**src/rtl/perceptron_pkg.sv**
```systemverilog
// Shared types for the perceptron pipeline: adder width, adder request bundle and
// the result-register state used by the shared adder scheduler.
package perceptron_pkg;

  localparam int unsigned ADD_W = 16;

  typedef struct packed {
    logic [ADD_W-1:0] a;
    logic [ADD_W-1:0] b;
    logic             cin;
  } add_req_t;

  typedef enum logic {
    EMPTY = 1'b0,
    FULL  = 1'b1
  } res_state_t;

endpackage

```
**src/rtl/adder_loprec16.sv**
```systemverilog
// Low-precision 16-bit adder. The low byte is approximated with a bitwise OR;
// the high byte is an exact add whose carry-in is guessed from bit 7 of both operands.
// Carry-in of the request is not used by this datapath.
import perceptron_pkg::*;

module adder_loprec16 (
  input  logic [ADD_W-1:0] a_i,
  input  logic [ADD_W-1:0] b_i,
  output logic [ADD_W-1:0] sum_o
);

  logic       carry_guess;
  logic [7:0] hi_sum;

  // Approximate low half, exact high half with a speculated carry.
  always_comb begin
    carry_guess = a_i[7] & b_i[7];
    hi_sum      = a_i[15:8] + b_i[15:8] + {7'd0, carry_guess};
    sum_o       = {hi_sum, a_i[7:0] | b_i[7:0]};
  end

endmodule

```
**src/rtl/rr_arbiter.sv**
```systemverilog
// Round-robin arbiter: searches req_i starting at ptr_i and wrapping modulo NUM_REQ.
// Produces a one-hot grant plus the granted index; NUM_REQ need not be a power of two.
module rr_arbiter #(
  parameter int unsigned NUM_REQ = 4,
  parameter int unsigned ID_W    = $clog2(NUM_REQ)
) (
  input  logic [NUM_REQ-1:0] req_i,
  input  logic [ID_W-1:0]    ptr_i,
  output logic [NUM_REQ-1:0] grant_o,
  output logic [ID_W-1:0]    idx_o,
  output logic               valid_o
);

  // First requester at or after ptr_i (circularly) wins.
  always_comb begin
    int unsigned j;
    logic        found;
    grant_o = '0;
    idx_o   = '0;
    found   = 1'b0;
    j       = 0;
    for (int unsigned k = 0; k < NUM_REQ; k++) begin
      j = (int'(ptr_i) + k) % NUM_REQ;
      if (!found && req_i[j]) begin
        found      = 1'b1;
        grant_o[j] = 1'b1;
        idx_o      = ID_W'(j);
      end
    end
    valid_o = found;
  end

endmodule

```
**src/rtl/adder_share_arb.sv**
```systemverilog
// Round-robin scheduler sharing one 16-bit adder among NUM_REQ requesters.
// One request is accepted per cycle; the sum and requester index are registered and
// offered on a single valid/ready result port with no bubble between results.
// Build option: ADDER_SHARE_EXACT_EN selects the exact adder; otherwise adder_loprec16.
import perceptron_pkg::*;

module adder_share_arb #(
  parameter int unsigned NUM_REQ = 4,
  parameter int unsigned DATA_W  = ADD_W,
  parameter int unsigned ID_W    = $clog2(NUM_REQ)
) (
  input  logic                      clk,
  input  logic                      rst,
  input  logic [NUM_REQ-1:0]        req_valid,
  output logic [NUM_REQ-1:0]        req_ready,
  input  logic [NUM_REQ*DATA_W-1:0] req_a,
  input  logic [NUM_REQ*DATA_W-1:0] req_b,
  input  logic [NUM_REQ-1:0]        req_cin,
  output logic                      res_valid,
  input  logic                      res_ready,
  output logic [DATA_W-1:0]         res_sum,
  output logic [ID_W-1:0]           res_id,
  output logic                      busy
);

  res_state_t          state_q, state_d;
  logic [ID_W-1:0]     ptr_q, ptr_d;
  logic [DATA_W-1:0]   sum_q;
  logic [ID_W-1:0]     id_q;

  logic [NUM_REQ-1:0]  grant;
  logic [ID_W-1:0]     grant_idx;
  logic                grant_any;
  logic                can_load;
  logic                accept;
  add_req_t            op;
  logic [ADD_W-1:0]    add_sum;

  rr_arbiter #(
    .NUM_REQ (NUM_REQ),
    .ID_W    (ID_W)
  ) u_rr_arbiter (
    .req_i   (req_valid),
    .ptr_i   (ptr_q),
    .grant_o (grant),
    .idx_o   (grant_idx),
    .valid_o (grant_any)
  );

  // Handshake: the result register can take a new sum when empty or being drained.
  always_comb begin
    can_load  = (state_q == EMPTY) | res_ready;
    req_ready = grant & {NUM_REQ{~rst & can_load}};
    accept    = grant_any & ~rst & can_load;
  end

  // Operand mux feeding the single shared adder.
  always_comb begin
    op     = '0;
    op.a   = req_a[grant_idx*DATA_W +: DATA_W];
    op.b   = req_b[grant_idx*DATA_W +: DATA_W];
    op.cin = req_cin[grant_idx];
  end

`ifdef ADDER_SHARE_EXACT_EN
  // Exact add; carry out is dropped.
  always_comb begin
    add_sum = op.a + op.b + {{(ADD_W-1){1'b0}}, op.cin};
  end
`else
  logic unused_cin;
  assign unused_cin = op.cin;

  adder_loprec16 u_adder (
    .a_i   (op.a),
    .b_i   (op.b),
    .sum_o (add_sum)
  );
`endif

  // Result FSM and pointer next-state.
  always_comb begin
    state_d = state_q;
    ptr_d   = ptr_q;
    unique case (state_q)
      EMPTY: if (accept) state_d = FULL;
      FULL: begin
        if (accept) begin
          state_d = FULL;
        end else if (res_ready) begin
          state_d = EMPTY;
        end
      end
      default: state_d = EMPTY;
    endcase
    if (accept) begin
      ptr_d = (grant_idx == ID_W'(NUM_REQ - 1)) ? '0 : grant_idx + 1'b1;
    end
  end

  // State, pointer and result registers; a pending result is discarded on reset.
  always_ff @(posedge clk) begin
    if (rst) begin
      state_q <= EMPTY;
      ptr_q   <= '0;
      sum_q   <= '0;
      id_q    <= '0;
    end else begin
      state_q <= state_d;
      ptr_q   <= ptr_d;
      if (accept) begin
        sum_q <= add_sum;
        id_q  <= grant_idx;
      end
    end
  end

  assign res_valid = (state_q == FULL);
  assign res_sum   = sum_q;
  assign res_id    = id_q;
  assign busy      = res_valid | (|req_valid);

endmodule

```
**config.mk**
```make
export PLATFORM = sky130hd
export DESIGN_NAME = adder_share_arb
export DESIGN_NICKNAME = d
export VERILOG_FILES = /design/src/rtl/perceptron_pkg.sv /design/src/rtl/adder_loprec16.sv /design/src/rtl/rr_arbiter.sv /design/src/rtl/adder_share_arb.sv
export SDC_FILE = /design/constraint.sdc
export NUM_CORES = 1
export LEC_CHECK = 0
export ABC_AREA = 1
export CAP_MARGIN = 10
export CORE_ASPECT_RATIO = 1.1
export CORE_MARGIN = 2
export CORE_UTILIZATION = 34
export CTS_CLUSTER_DIAMETER = 200
export DETAILED_ROUTE_END_ITERATION = 8
export PLACE_DENSITY_LB_ADDON = 0.1
export SYNTH_ARGS = -nofsm -noshare
export SYNTH_HDL_FRONTEND = slang
export SYNTH_SLANG_ARGS = --single-unit
export TNS_END_PERCENT = 1
```
**constraint.sdc**
```tcl
create_clock -name clk -period 3.94 [get_ports clk]
set_input_delay 1.182 -clock clk [delete_from_list [all_inputs] [get_ports clk]]
set_output_delay 1.182 -clock clk [all_outputs]
set_load 0.01 [all_outputs]
```
==> flow_summary.json, run 1 <==
{
  "die_h_um": 94.0,
  "syn_avg_cell_area_um2": 5.93,
  "gp_congestion": 0.859,
  "synthDistinctLibCells": 36,
  "p_leak_nw": 2.21,
  "clkLatencyLatePin_ns": 0.25,
  "fin_ws_ns": 0.123,
  "area_delta_synth_final_pct": 88.7,
  "via_per_inst": 4.89,
  "fp-row-count": 32,
  "num_io_pins": 163,
  "rsz0062_at_grt": "yes",
  "antenna_left": 0,
  "place_inst": 679,
  "fp.coreArea_um2": 7090,
  "hold_violations": 0,
  "drtIter0Drc": 151,
  "worstPathMaxFanout": 5,
  "htree_levels": 1,
  "end_kind": "flip-flop",
  "violations": "design-rule violations",
  "instances_no_fill": 696,
  "ys_ff_latch": 21,
  "setup_viol": 0,
  "num_antenna_cells": 0,
  "ctsRootBufferMaster": "clkbuf_8",
  "grt_max_degree": 31,
  "syn_inst": 422,
  "slew_viol_final": 0,
  "maxCapViolCount": 0,
  "drcViolationCount": 8,
  "cts_tree": "yes",
  "holdCritPathClass": "reg2reg",
  "dp_hpwl_um": 6930,
  "synth_warnings": 0,
  "hold_buffers": 0,
  "grt_usage": 0.199,
  "synth_edf_count": 0,
  "peakVddDrop_v": 0.000693,
  "fin_crit_ns": 3.82,
  "grt_pass1_wl_um": 13300,
  "synth_nets": 576,
  "place_ws_ns": -0.594,
  "total_power_mw": 4.96,
  "cts.clk_slew.worst_paths_ns": 0.08,
  "syn_area_um2": 2500,
  "routed-via-count": 3405,
  "final_nets": 766,
  "crit_path_start_kind": "input pin",
  "finClkSkew_ns": 0.00512,
  "period_share": 0.969,
  "async_flop_share": 0,
  "fp.dieArea_um2": 8060,
  "initial_core_util": 0.353,
  "worst_pin_slew_ns": 0.485,
  "finalSetupTns_ns": 0,
  "clock-sinks": 21,
  "portBuffers": 158,
  "max_freq_mhz": 262,
  "drive_above_1_share": 0.183,
  "slew_headroom": 0.675,
  "critPathKind": "in2reg",
  "ys_seq_area_frac": 0.168,
  "yosys_most_used_dff": "dfxtp_1",
  "arrival_ns": 3.97,
  "required_ns": 4.09,
  "die_x_um": 85.8,
  "grt_pass1_vias": 3086,
  "wl_um": 8780,
  "clk_path_buf_depth": 2,
  "grt_overflow": 0,
  "first_pass_iters": 7,
  "power_density_nw_per_um2": 1050,
  "wire_per_inst_um": 12.6,
  "post-route-util": 0.666,
  "antenna_found_initial": 0,
  "cts_buffers": 3,
  "status": "complete, but fails checks"
}
-- cell type report --
type | count | area, µm²
Fill cell | 666 | 2360
Multi-Input combinational cell | 342 | 2000
Timing Repair Buffer | 202 | 1970
Sequential cell | 21 | 420
Inverter | 41 | 169
Tap cell | 85 | 106
Clock buffer | 3 | 41.3
Clock inverter | 1 | 5.00
Timing Repair inverter | 1 | 5.00
-- cell usage in the layout, fill, tap and decap left out, types with 4 or more instances in the layout --
cell type        count
clkdlybuf4s50_1    150
nand2_1            147
buf_4               39
nand3_1             32
inv_1               29
a21oi_1             22
dfxtp_1             21
nor2_1              18
nand2_4             15
nor3_1              14
ha_1                13
o2bb2ai_1           10
o21ai_0              8
nand2_2              7
o22ai_1              7
inv_2                6
nand3_2              6
xnor2_1              6
nand3_4              4
nand4_1              4
buf_6                4
-- cell families (layout without fill, tap and decap cells) --
logic type | count (synthesis) | after routing | share of synthesized area
adder cells (fa/ha/maj) | 15 | 15 | 0.0810
XOR/XNOR | 9 | 9 | 0.0315
AND/OR/NAND/NOR | 252 | 252 | 0.449
AO/OA/AOI/OAI | 66 | 66 | 0.166
buffers and inverters | 59 | 248 | 0.105
flip-flops | 21 | 21 | 0.168
-- per-layer routing --
| metal | vias up | global-route usage | part of all wire |
|---|---|---|---|
| met5 | - | 0 | 0 |
| met3 | 12 | 0.0290 | 0.058 |
| met1 | 1518 | 0.233 | 0.41 |
| met4 | 0 | 0.0529 | 0.015 |
| met2 | 109 | 0.372 | 0.52 |
| li1 | 1766 | - | - |
-- registers in the layout, indices dropped and copies added (netlist names) --
register,cells
ptr_q,2
res_id,2
res_sum,16
res_valid,1
-- path summary, 6_finish.rpt --
path | to | slack, ns | startpoint | cells after the start
worst min register to register | res_sum[3]$_SDFFE_PP0P_ | 0.48 | res_sum[3]$_SDFFE_PP0P_ | 2
worst max register to register | res_sum[14]$_SDFFE_PP0P_ | 0.23 | ptr_q[0]$_SDFFE_PP0P_ | 22
worst max-delay path | res_sum[14]$_SDFFE_PP0P_ | 0.12 | req_valid[1] | 22
worst min-delay path | res_sum[3]$_SDFFE_PP0P_ | 0.48 | res_sum[3]$_SDFFE_PP0P_ | 2
-- Yosys cell counts, drive strengths merged (3+ instances only) --
cell type / n / area [µm²]
a21oi: 25 / 125
a22oi: 3 / 22.5
buf: 16 / 97.6
dfxtp: 21 / 420
ha: 13 / 163
inv: 39 / 151
nand2: 169 / 667
nand3: 42 / 243
nand4: 4 / 25.0
nor2: 23 / 118
nor3: 14 / 70.1
o21ai: 13 / 65.1
o22ai: 7 / 43.8
o2bb2ai: 10 / 87.6
xnor2: 6 / 52.6
xor2: 3 / 26.3
-- critical path, cell delays in order --
cell,delay [ns]
buf_8,0.11
inv_4,0.05
nand2_4,0.04
nand3_2,0.11
nand2_4,0.09
nor2_8,0.11
buf_6,0.11
nand3_4,0.07
nand3_4,0.19
buf_12,0.14
nand2_2,0.05
nand3_2,0.07
nand4_1,0.15
fa_2,0.44
fa_2,0.38
o21ai_2,0.17
a21oi_2,0.07
nor2_1,0.10
nor2_1,0.06
xnor2_1,0.12
o21ai_1,0.12
inv_1,0.04
-- through the flow --
step           hold slack, ns  cell area, µm²
6_report                0.476            4720
3_3_place_gp            0.458            4360
4_1_cts                 0.474            4490
3_5_place_dp            0.462            4360
5_1_grt                 0.493            4720
2_1_floorplan           0.492            2530
-- timing repair --
item | CTS | global route
pin swaps | 12 | 28
gates resized for setup | 22 | 70
setup buffers | 5 | 6
endpoints found under the setup margin | 10 | 10
gates cloned | 1 | 1
-- power by group --
group / leakage (nW) / switching [mW] / internal, mW
Clock: 0.0255 / 0.0650 / 0.0702
Sequential: 0.175 / 0.0485 / 0.311
Combinational: 2.01 / 2.31 / 2.15
(Power assumes the default switching activity.)
==> inputs of run 2 (changes only) <==
--- a/config.mk
+++ b/config.mk
@@ -13,6 +13,7 @@
 export CTS_CLUSTER_DIAMETER = 200
 export DETAILED_ROUTE_END_ITERATION = 8
 export PLACE_DENSITY_LB_ADDON = 0.1
+export RECOVER_POWER = 100
 export SYNTH_ARGS = -nofsm -noshare
 export SYNTH_HDL_FRONTEND = slang
 export SYNTH_SLANG_ARGS = --single-unit
==> run 2 against run 1 <==
Design area did not move. Critical endpoint unchanged. Largest cell class unchanged. Clock power barely moved. The flow still finishes with violations (design-rule violations). Critical path type unchanged. Setup slack improved by 0.0011 ns. Sequential share of layout area did not move. Critical path depth did not move. Clock skew barely moved.
==> flow_summary.json, run 2 (synthesis gave the netlist of run 1 again) <==
{
  "largest_reg_flops": 16,
  "die_x_um": 85.8,
  "worstPathMaxFanout": 5,
  "dr_wl_met3_um": 522,
  "drcViolationCount": 8,
  "fp.coreArea_um2": 7090,
  "final_nets": 766,
  "end_kind": "flip-flop",
  "grt_pass1_wl_um": 13300,
  "cts_tree": "yes",
  "peakVddDrop_v": 0.000695,
  "slew_viol_final": 0,
  "hold_violations": 0,
  "power_density_nw_per_um2": 1040,
  "die_h_um": 94.0,
  "slew_headroom": 0.676,
  "instances_no_fill": 696,
  "rrSetupSlack_ns": 0.23,
  "wl_met1_um": 3550,
  "status": "complete, but fails checks",
  "r2r_cells": 22,
  "finalSetupTns_ns": 0,
  "final_common_cell": "nand2_1",
  "gp_congestion": 0.859,
  "maxCapViolCount": 0,
  "fp.dieArea_um2": 8060,
  "htree_levels": 1,
  "initial_core_util": 0.353,
  "drtIter0Drc": 146,
  "grt_max_degree": 31,
  "total_power_mw": 4.93,
  "antenna_found_initial": 0,
  "hold-worst-slack_ns": 0.475,
  "worst_pin_slew_ns": 0.483,
  "wl_met2_um": 4590,
  "via_per_inst": 4.90,
  "rsz0062_at_grt": "yes",
  "cts.clk_slew.worst_paths_ns": 0.08,
  "clock-sinks": 21,
  "antenna_left": 0,
  "cp_slowest_cell": "fa_2",
  "cp_cell_sequence": "buf_8 -> inv_4 -> nand2_4 -> nand3_2 -> nand2_4 -> nor2_8 -> buf_6 -> nand3_4 -> nand3_4 -> buf_12 -> nand2_2 -> nand3_2 -> nand4_1 -> fa_2 -> fa_2 -> o21ai_2 -> a21oi_2 -> nor2_1 -> nor2_1 -> xnor2_1 -> o21ai_1 -> inv_1",
  "cts_buffers": 3,
  "max_freq_mhz": 262,
  "num_antenna_cells": 0,
  "holdCritPathClass": "reg2reg",
  "wire_per_inst_um": 12.6,
  "critPathKind": "in2reg",
  "drive_above_1_share": 0.183,
  "layout_common_cells": "nand2_1, clkdlybuf4s50_1, buf_4, nand3_1, inv_1",
  "p_leak_nw": 2.25,
  "finClkSkew_ns": 0.00537,
  "cp.buffers_inverters": 5,
  "arrival_ns": 3.97,
  "clk_path_buf_depth": 2,
  "whs_endpoint": "res_sum[3]$_SDFFE_PP0P_",
  "fin_crit_ns": 3.82,
  "cp_top_family": "simple AND/OR/NAND/NOR gates",
  "min_from": "res_sum[3]$_SDFFE_PP0P_",
  "portBuffers": 158,
  "place_inst": 679,
  "holdPathStages": 2,
  "required_ns": 4.09,
  "fp-row-count": 32,
  "grt_usage": 0.199,
  "ctsRootBufferMaster": "clkbuf_8",
  "period_share": 0.969,
  "clkLatencyLatePin_ns": 0.25,
  "first_pass_iters": 6,
  "area_delta_synth_final_pct": 88.7,
  "crit_path_start_kind": "input pin",
  "grt_overflow": 0,
  "post-route-util": 0.666,
  "r2r-end": "res_sum[14]$_SDFFE_PP0P_",
  "routed-via-count": 3408,
  "wl_um": 8780,
  "highest_layer": "met4",
  "num_io_pins": 163,
  "regToRegStartpoint": "ptr_q[0]$_SDFFE_PP0P_",
  "grt_pass1_vias": 3086,
  "dp_hpwl_um": 6930,
  "violations": "design-rule violations",
  "worst_path_largest_cell_delay_ns": 0.44,
  "setup_viol": 0
}
[run 2: changes by cell type in the layout (fill, tap and decap cells not counted), sizes merged]
cell	previous run	this run
clkdlybuf4s50	150	129
dlygate4sd3	0	21
[run 2: metal layers]
layer / track usage / vias to the layer above
li1: - / 1765
met1: 0.233 / 1518
met2: 0.372 / 115
met3: 0.0290 / 10
met4: 0.0529 / 0
met5: 0 / -
[run 2: tightest hold or removal path, cell delays in order (launching register included)]
cell and delay, ns:
dfxtp_1 0.32, nand3_1 0.07, nand2_1 0.05
[run 2: area by class of cell]
cell class	count	area, µm²
Clock buffer	3	41.3
Clock inverter	1	5.00
Fill cell	666	2360
Inverter	41	169
Multi-Input combinational cell	342	2000
Sequential cell	21	420
Tap cell	85	106
Timing Repair Buffer	202	1970
Timing Repair inverter	1	5.00
[run 2: worst max-delay path by stage]
stage / endpoint / depth (start not counted) / startpoint / slack (ns)
floorplan: res_sum[14]$_SDFFE_PP0P_ / 21 / req_valid[2] / 0.02
global placement: res_sum[14]$_SDFFE_PP0P_ / 21 / req_valid[3] / -0.55
detailed placement: req_ready[1] / 11 / req_valid[3] / -0.59
CTS: res_sum[14]$_SDFFE_PP0P_ / 21 / req_valid[0] / -0.07
global route: res_sum[14]$_SDFFE_PP0P_ / 22 / req_valid[3] / -0.02
finish: res_sum[14]$_SDFFE_PP0P_ / 22 / req_valid[1] / 0.12
[run 2: what timing repair did]
item,4_1_cts,5_1_grt
hold buffers,0,0
buffers inserted,5,6
pin swaps,12,28
gates resized for setup,22,70
setup endpoints to repair,10,10
gates cloned,1,1
[run 2: where the power goes]
group	internal [mW]	switching [mW]	total [mW]	leakage (nW)
combinational	2.12	2.31	4.44	2.05
clock	0.0702	0.0652	0.135	0.0255
sequential	0.311	0.0455	0.357	0.175
[run 2: metrics by stage]
stage                     setup slack, ns  area, µm²
after detailed placement           -0.594       4360
after global routing              -0.0226       4720
final                               0.124       4720
after global placement             -0.553       4360
after floorplan                    0.0227       2530
after CTS                         -0.0660       4490
